File: src/rtl/instr_fetch.sv
// instr_fetch: fetch-side initiator for the instruction memory read port.
// Issues word-aligned reads, captures the returned word(s) into a small
// {pc, instr} FIFO and presents the FIFO head to decode over valid/ready.
// A redirect flushes both queued entries and any response still in flight.
// Build option: define PRED_PAIR_EN to take two words per read
// (mem_rdata at fetch_pc, mem_rdata_pred at fetch_pc+4); otherwise one word.
module instr_fetch #(
   parameter logic [31:0] RESET_PC = 32'h0000_0000,
   parameter int unsigned DEPTH    = 4
) (
   input  logic        clk,
   input  logic        rst,
   output logic [31:0] mem_addr,
   output logic        mem_renable,
   input  logic [31:0] mem_rdata,
   input  logic [31:0] mem_rdata_pred,
   input  logic        redirect_valid,
   input  logic [31:0] redirect_pc,
   output logic        if_valid,
   input  logic        if_ready,
   output logic [31:0] if_instr,
   output logic [31:0] if_pc
);

`ifdef PRED_PAIR_EN
   localparam int unsigned W = 2;
`else
   localparam int unsigned W = 1;
`endif
   localparam int unsigned AW = $clog2(DEPTH);
   localparam int unsigned CW = AW + 1;

   localparam logic [31:0]   STEP    = 32'(4 * W);
   localparam logic [CW-1:0] W_CNT   = CW'(W);
   localparam logic [CW-1:0] ONE_CNT = CW'(1);
   localparam logic [CW-1:0] ZERO_CNT = CW'(0);
   localparam logic [CW-1:0] LIMIT   = CW'(DEPTH - W);
   localparam logic [AW-1:0] ONE_PTR = AW'(1);
   localparam logic [AW-1:0] W_PTR   = AW'(W);
   localparam logic [AW-1:0] ZERO_PTR = AW'(0);

   logic [31:0]   fetch_pc;
   logic          pending;
   logic [CW-1:0] count;
   logic [AW-1:0] rd_ptr;
   logic [AW-1:0] wr_ptr;
   logic [31:0]   pc_store    [DEPTH];
   logic [31:0]   instr_store [DEPTH];

   logic [CW-1:0] credit;
   logic [CW-1:0] push_cnt;
   logic [CW-1:0] pop_cnt;
   logic          issue;
   logic          push;
   logic          pop;
   logic [31:0]   resp_pc;

`ifdef PRED_PAIR_EN
   logic unused_bits;
   assign unused_bits = ^redirect_pc[1:0];
`else
   logic unused_bits;
   assign unused_bits = ^{mem_rdata_pred, redirect_pc[1:0]};
`endif

   // Per-cycle issue / push / pop decisions; in-flight words are reserved
   // against FIFO space, same-cycle pops are not credited.
   always_comb begin
      credit   = count;
      issue    = 1'b0;
      push     = 1'b0;
      pop      = 1'b0;
      push_cnt = ZERO_CNT;
      pop_cnt  = ZERO_CNT;
      // The only outstanding read was issued from fetch_pc before its advance.
      resp_pc  = fetch_pc - STEP;
      if (pending) begin
         credit = count + W_CNT;
      end else begin
         credit = count;
      end
      if (rst || redirect_valid) begin
         issue = 1'b0;
         push  = 1'b0;
      end else begin
         issue = (credit <= LIMIT);
         push  = pending;
      end
      pop = (count != ZERO_CNT) && if_ready;
      if (push) begin
         push_cnt = W_CNT;
      end else begin
         push_cnt = ZERO_CNT;
      end
      if (pop) begin
         pop_cnt = ONE_CNT;
      end else begin
         pop_cnt = ZERO_CNT;
      end
   end

   // Fetch PC, in-flight flag and FIFO bookkeeping; redirect flushes everything.
   always_ff @(posedge clk) begin
      if (rst) begin
         fetch_pc <= {RESET_PC[31:2], 2'b00};
         pending  <= 1'b0;
         count    <= ZERO_CNT;
         rd_ptr   <= ZERO_PTR;
         wr_ptr   <= ZERO_PTR;
      end else if (redirect_valid) begin
         fetch_pc <= {redirect_pc[31:2], 2'b00};
         pending  <= 1'b0;
         count    <= ZERO_CNT;
         rd_ptr   <= ZERO_PTR;
         wr_ptr   <= ZERO_PTR;
      end else begin
         if (issue) begin
            fetch_pc <= fetch_pc + STEP;
         end
         pending <= issue;
         count   <= count + push_cnt - pop_cnt;
         if (push) begin
            wr_ptr <= wr_ptr + W_PTR;
         end
         if (pop) begin
            rd_ptr <= rd_ptr + ONE_PTR;
         end
      end
   end

   // FIFO storage; entries are only meaningful while counted, so no reset.
   always_ff @(posedge clk) begin
      if (push) begin
         instr_store[wr_ptr] <= mem_rdata;
         pc_store[wr_ptr]    <= resp_pc;
`ifdef PRED_PAIR_EN
         instr_store[wr_ptr + ONE_PTR] <= mem_rdata_pred;
         pc_store[wr_ptr + ONE_PTR]    <= resp_pc + 32'd4;
`endif
      end
   end

   assign mem_addr    = {fetch_pc[31:2], 2'b00};
   assign mem_renable = issue;
   assign if_valid    = (count != ZERO_CNT);
   assign if_instr    = if_valid ? instr_store[rd_ptr] : 32'h0000_0000;
   assign if_pc       = if_valid ? pc_store[rd_ptr]    : 32'h0000_0000;

endmodule
File: config.mk
export PLATFORM = sky130hd
export DESIGN_NAME = instr_fetch
export DESIGN_NICKNAME = d
export VERILOG_FILES = /design/src/rtl/instr_fetch.sv
export SDC_FILE = /design/constraint.sdc
export NUM_CORES = 1
export LEC_CHECK = 0
export ABC_AREA = 1
export CAP_MARGIN = 20
export CORE_MARGIN = 3
export CORE_UTILIZATION = 49
export DETAILED_ROUTE_END_ITERATION = 8
export GPL_ROUTABILITY_DRIVEN = 1
export HOLD_SLACK_MARGIN = 0.03
export MAX_ROUTING_LAYER = met4
export PLACE_DENSITY = 0.76
export SLEW_MARGIN = 20
export SYNTH_ARGS = -nofsm -noshare
export SYNTH_HDL_FRONTEND = slang
export SYNTH_SLANG_ARGS = --single-unit
File: constraint.sdc
create_clock -name clk -period 4.2 [get_ports clk]
set_input_delay 0.84 -clock clk [delete_from_list [all_inputs] [get_ports clk]]
set_output_delay 0.84 -clock clk [all_outputs]
set_load 0.01 [all_outputs]
==> impl_metrics.ini <==
[clocking]
root_buffer = clkbuf_16
clock_latency_ns = 0.54
clk_pin_slew_ns = 0.06
clk_path_buf_depth = 3
ctsHoldBuffers = 0
cts_tree = built
ctsResizeCount = 0
postCtsSetupBuffers = 0
htreeDepth = 1
cts_buffers = 30
clock_sinks = 288

[drt]
firstDrtPassIters = 5
ant_nets = 0
drt_wl_total_mm = 30.8
vias = 9598
drtIter0Drc = 876
viasPerCell = 5.36
wl_per_cell_um = 17.2
drcViolationCount = 0

[sta]
hold_viol_final = 0
hold-worst-slack_ns = 0.477
relSlewSlack_pct = 43.1
timing.fmax_ghz = 0.263
rsz0062_at_grt = no
min_period_over_period_pct = 90.4
tightest_slew_ns = 0.853
period_minus_slack_ns = 3.80
finClkSkew_ns = 0.00858
drv_slew = 0
finalSetupViolations = 0
setup_ws_ns = 0.403

[logic_synthesis]
netlist_instances = 1298
yosysUniqueCellTypes = 38
syn_area_mm2 = 0.0130
ys_seq_area_share_pct = 63.5
synth_ff_type = edfxtp_1
synth-async-reset-ratio_pct = 0
synth_edf_count = 248
ys_warn_count = 0
avgSynthCellArea_um2 = 10.0
synth_seq_cells = 288

[global_route]
antenna_found_initial = 0
grt_pass1_vias = 9273
grt_overflow_total = 0
grt_usage_pct = 21.6
grt_pass1_wl_mm = 48.1
grt_max_degree = 73

[power]
p_leak_nw = 5.53
power.density_mw_per_mm2 = 390
irDropWorstVdd_uv = 284

[floorplan]
die_area_mm2 = 0.0285
die_w_um = 169
die_height_um = 169
io-pin-count = 198
initial_utilization_pct = 50.7
rows = 58
core_area_mm2 = 0.0256

[critical_path]
cp.required_ns = 3.36
crit_fanout = 46
cp-start-kind = flop
worstSetupEndpointType = output pin
arrival_ns = 2.96
criticalPathCategory = flop to output pin

[cells_and_area]
drive_gt1_share_pct = 7.81
final_cell_mix = 337 x nor2_1, 248 x edfxtp_1, 159 x clkdlybuf4s50_1, 142 x nand2_1, 139 x o21ai_0
fin_cells = 1790
final_nets = 1548
fillers = 2048
areaGrowthSynthToFinish_pct = 21.8
final_area_mm2 = 0.0158
final_common_cell = nor2_1

[placed_design]
dp_hpwl_mm = 19.1
gp_congestion = 0.955
dp_cells = 1735
pre_cts_ws_ns = 0.855
io_buffers = 159
place_area_mm2 = 0.0149

[status]
status = finished clean

[hold_path]
hp-class = flop to flop

[run]
maxCapViolCount = 0
[cell usage after synthesis (4+ instances only)]
cell | count | area, µm²
nand2_1 | 142 | 533
inv_1 | 62 | 233
nand2_2 | 8 | 50.1
buf_4 | 7 | 52.6
nor2_4 | 9 | 101
nand3_1 | 45 | 225
nor4_1 | 4 | 25.0
a21oi_1 | 82 | 410
o21ai_0 | 139 | 696
inv_2 | 13 | 48.8
clkbuf_1 | 38 | 143
nand4_1 | 14 | 87.6
dfxtp_1 | 40 | 801
nor2_2 | 8 | 50.1
nor3_1 | 7 | 35.0
nor2_1 | 341 | 1280
xor2_1 | 26 | 228
a31oi_1 | 4 | 25.0
edfxtp_1 | 248 | 7450
buf_2 | 19 | 95.1
o211ai_1 | 4 | 30.0
ha_1 | 10 | 125
[state kept, by name, indices dropped and copies added, names as in the netlist, named ones only]
| register | count |
|---|---|
| rd_ptr | 2 |
| pending | 1 |
| wr_ptr | 2 |
| pc_store | 120 |
| fetch_pc | 30 |
| count | 3 |
| instr_store | 128 |
[critical path, stage by stage (launching register included)]
cell	delay (ns)
dfxtp_4	0.68
buf_4	0.52
nor2_1	0.10
nor2_1	0.10
o21ai_0	0.10
a21oi_1	0.27
clkdlybuf4s50_1	0.59
[final cells by class]
cell class,count,area (µm²),share of cell area (%)
tap,330,413,2.61
multi-input combinational,867,4160,26.3
clock inverter,21,141,0.894
clock buffer,33,783,4.95
inverter,75,282,1.78
timing repair buffer,175,1790,11.3
sequential,288,8250,52.2
antenna,1,2.50,0.0158
[per-stage QoR]
| stage | total power, W | utilization [%] | TNS (ns) |
|---|---|---|---|
| detailed placement | 0.00377 | 58.1 | 0 |
| CTS | 0.00620 | 61.7 | 0 |
| floorplan | 0.00353 | - | -40.71 |
| finish | 0.00616 | 61.7 | 0 |
| global route | 0.00638 | 61.7 | 0 |
| global placement | 0.00376 | 58.1 | 0 |
[metal layers]
layer / up-vias / wire length, µm / global-route usage (%)
met2: 365 / 14400 / 34.4
met3: 55 / 2150 / 2.78
met1: 4485 / 13500 / 29.5
met4: 0 / 750 / 6.47
li1: 4693 / - / -
met5: - / 0 / -
[worst paths after layout]
path	endpoint	depth (start not counted)	slack, ns	start
setup / recovery	if_pc[17]	6	0.40	flop
hold / removal	flop	1	0.48	rd_ptr[0]$_SDFFE_PP0P_
setup reg to reg	count[2]$_SDFF_PP0_	12	1.96	count[1]$_SDFF_PP0_
hold reg to reg	flop	1	0.48	rd_ptr[0]$_SDFFE_PP0P_
[cell families after synthesis]
logic type                 count (synthesis)  synth area share [%]
adders and majority gates                 11                  1.12
DFF                                      288                  63.5
xor gates and xnor gates                  28                  1.89
buffers and inverters                    146                  4.79
and+or+nand+nor                          588                  19.2
other                                      1                0.0289
AOI/OAI and AO/OA                        236                  9.43
[power by group]
part / internal, W / switching [W] / total, W
Sequential: 0.00317 / 0.0000532 / 0.00322
Clock: 0.00140 / 0.00105 / 0.00245
Combinational: 0.000206 / 0.000287 / 0.000492
Power figures use the tool's default switching activity.
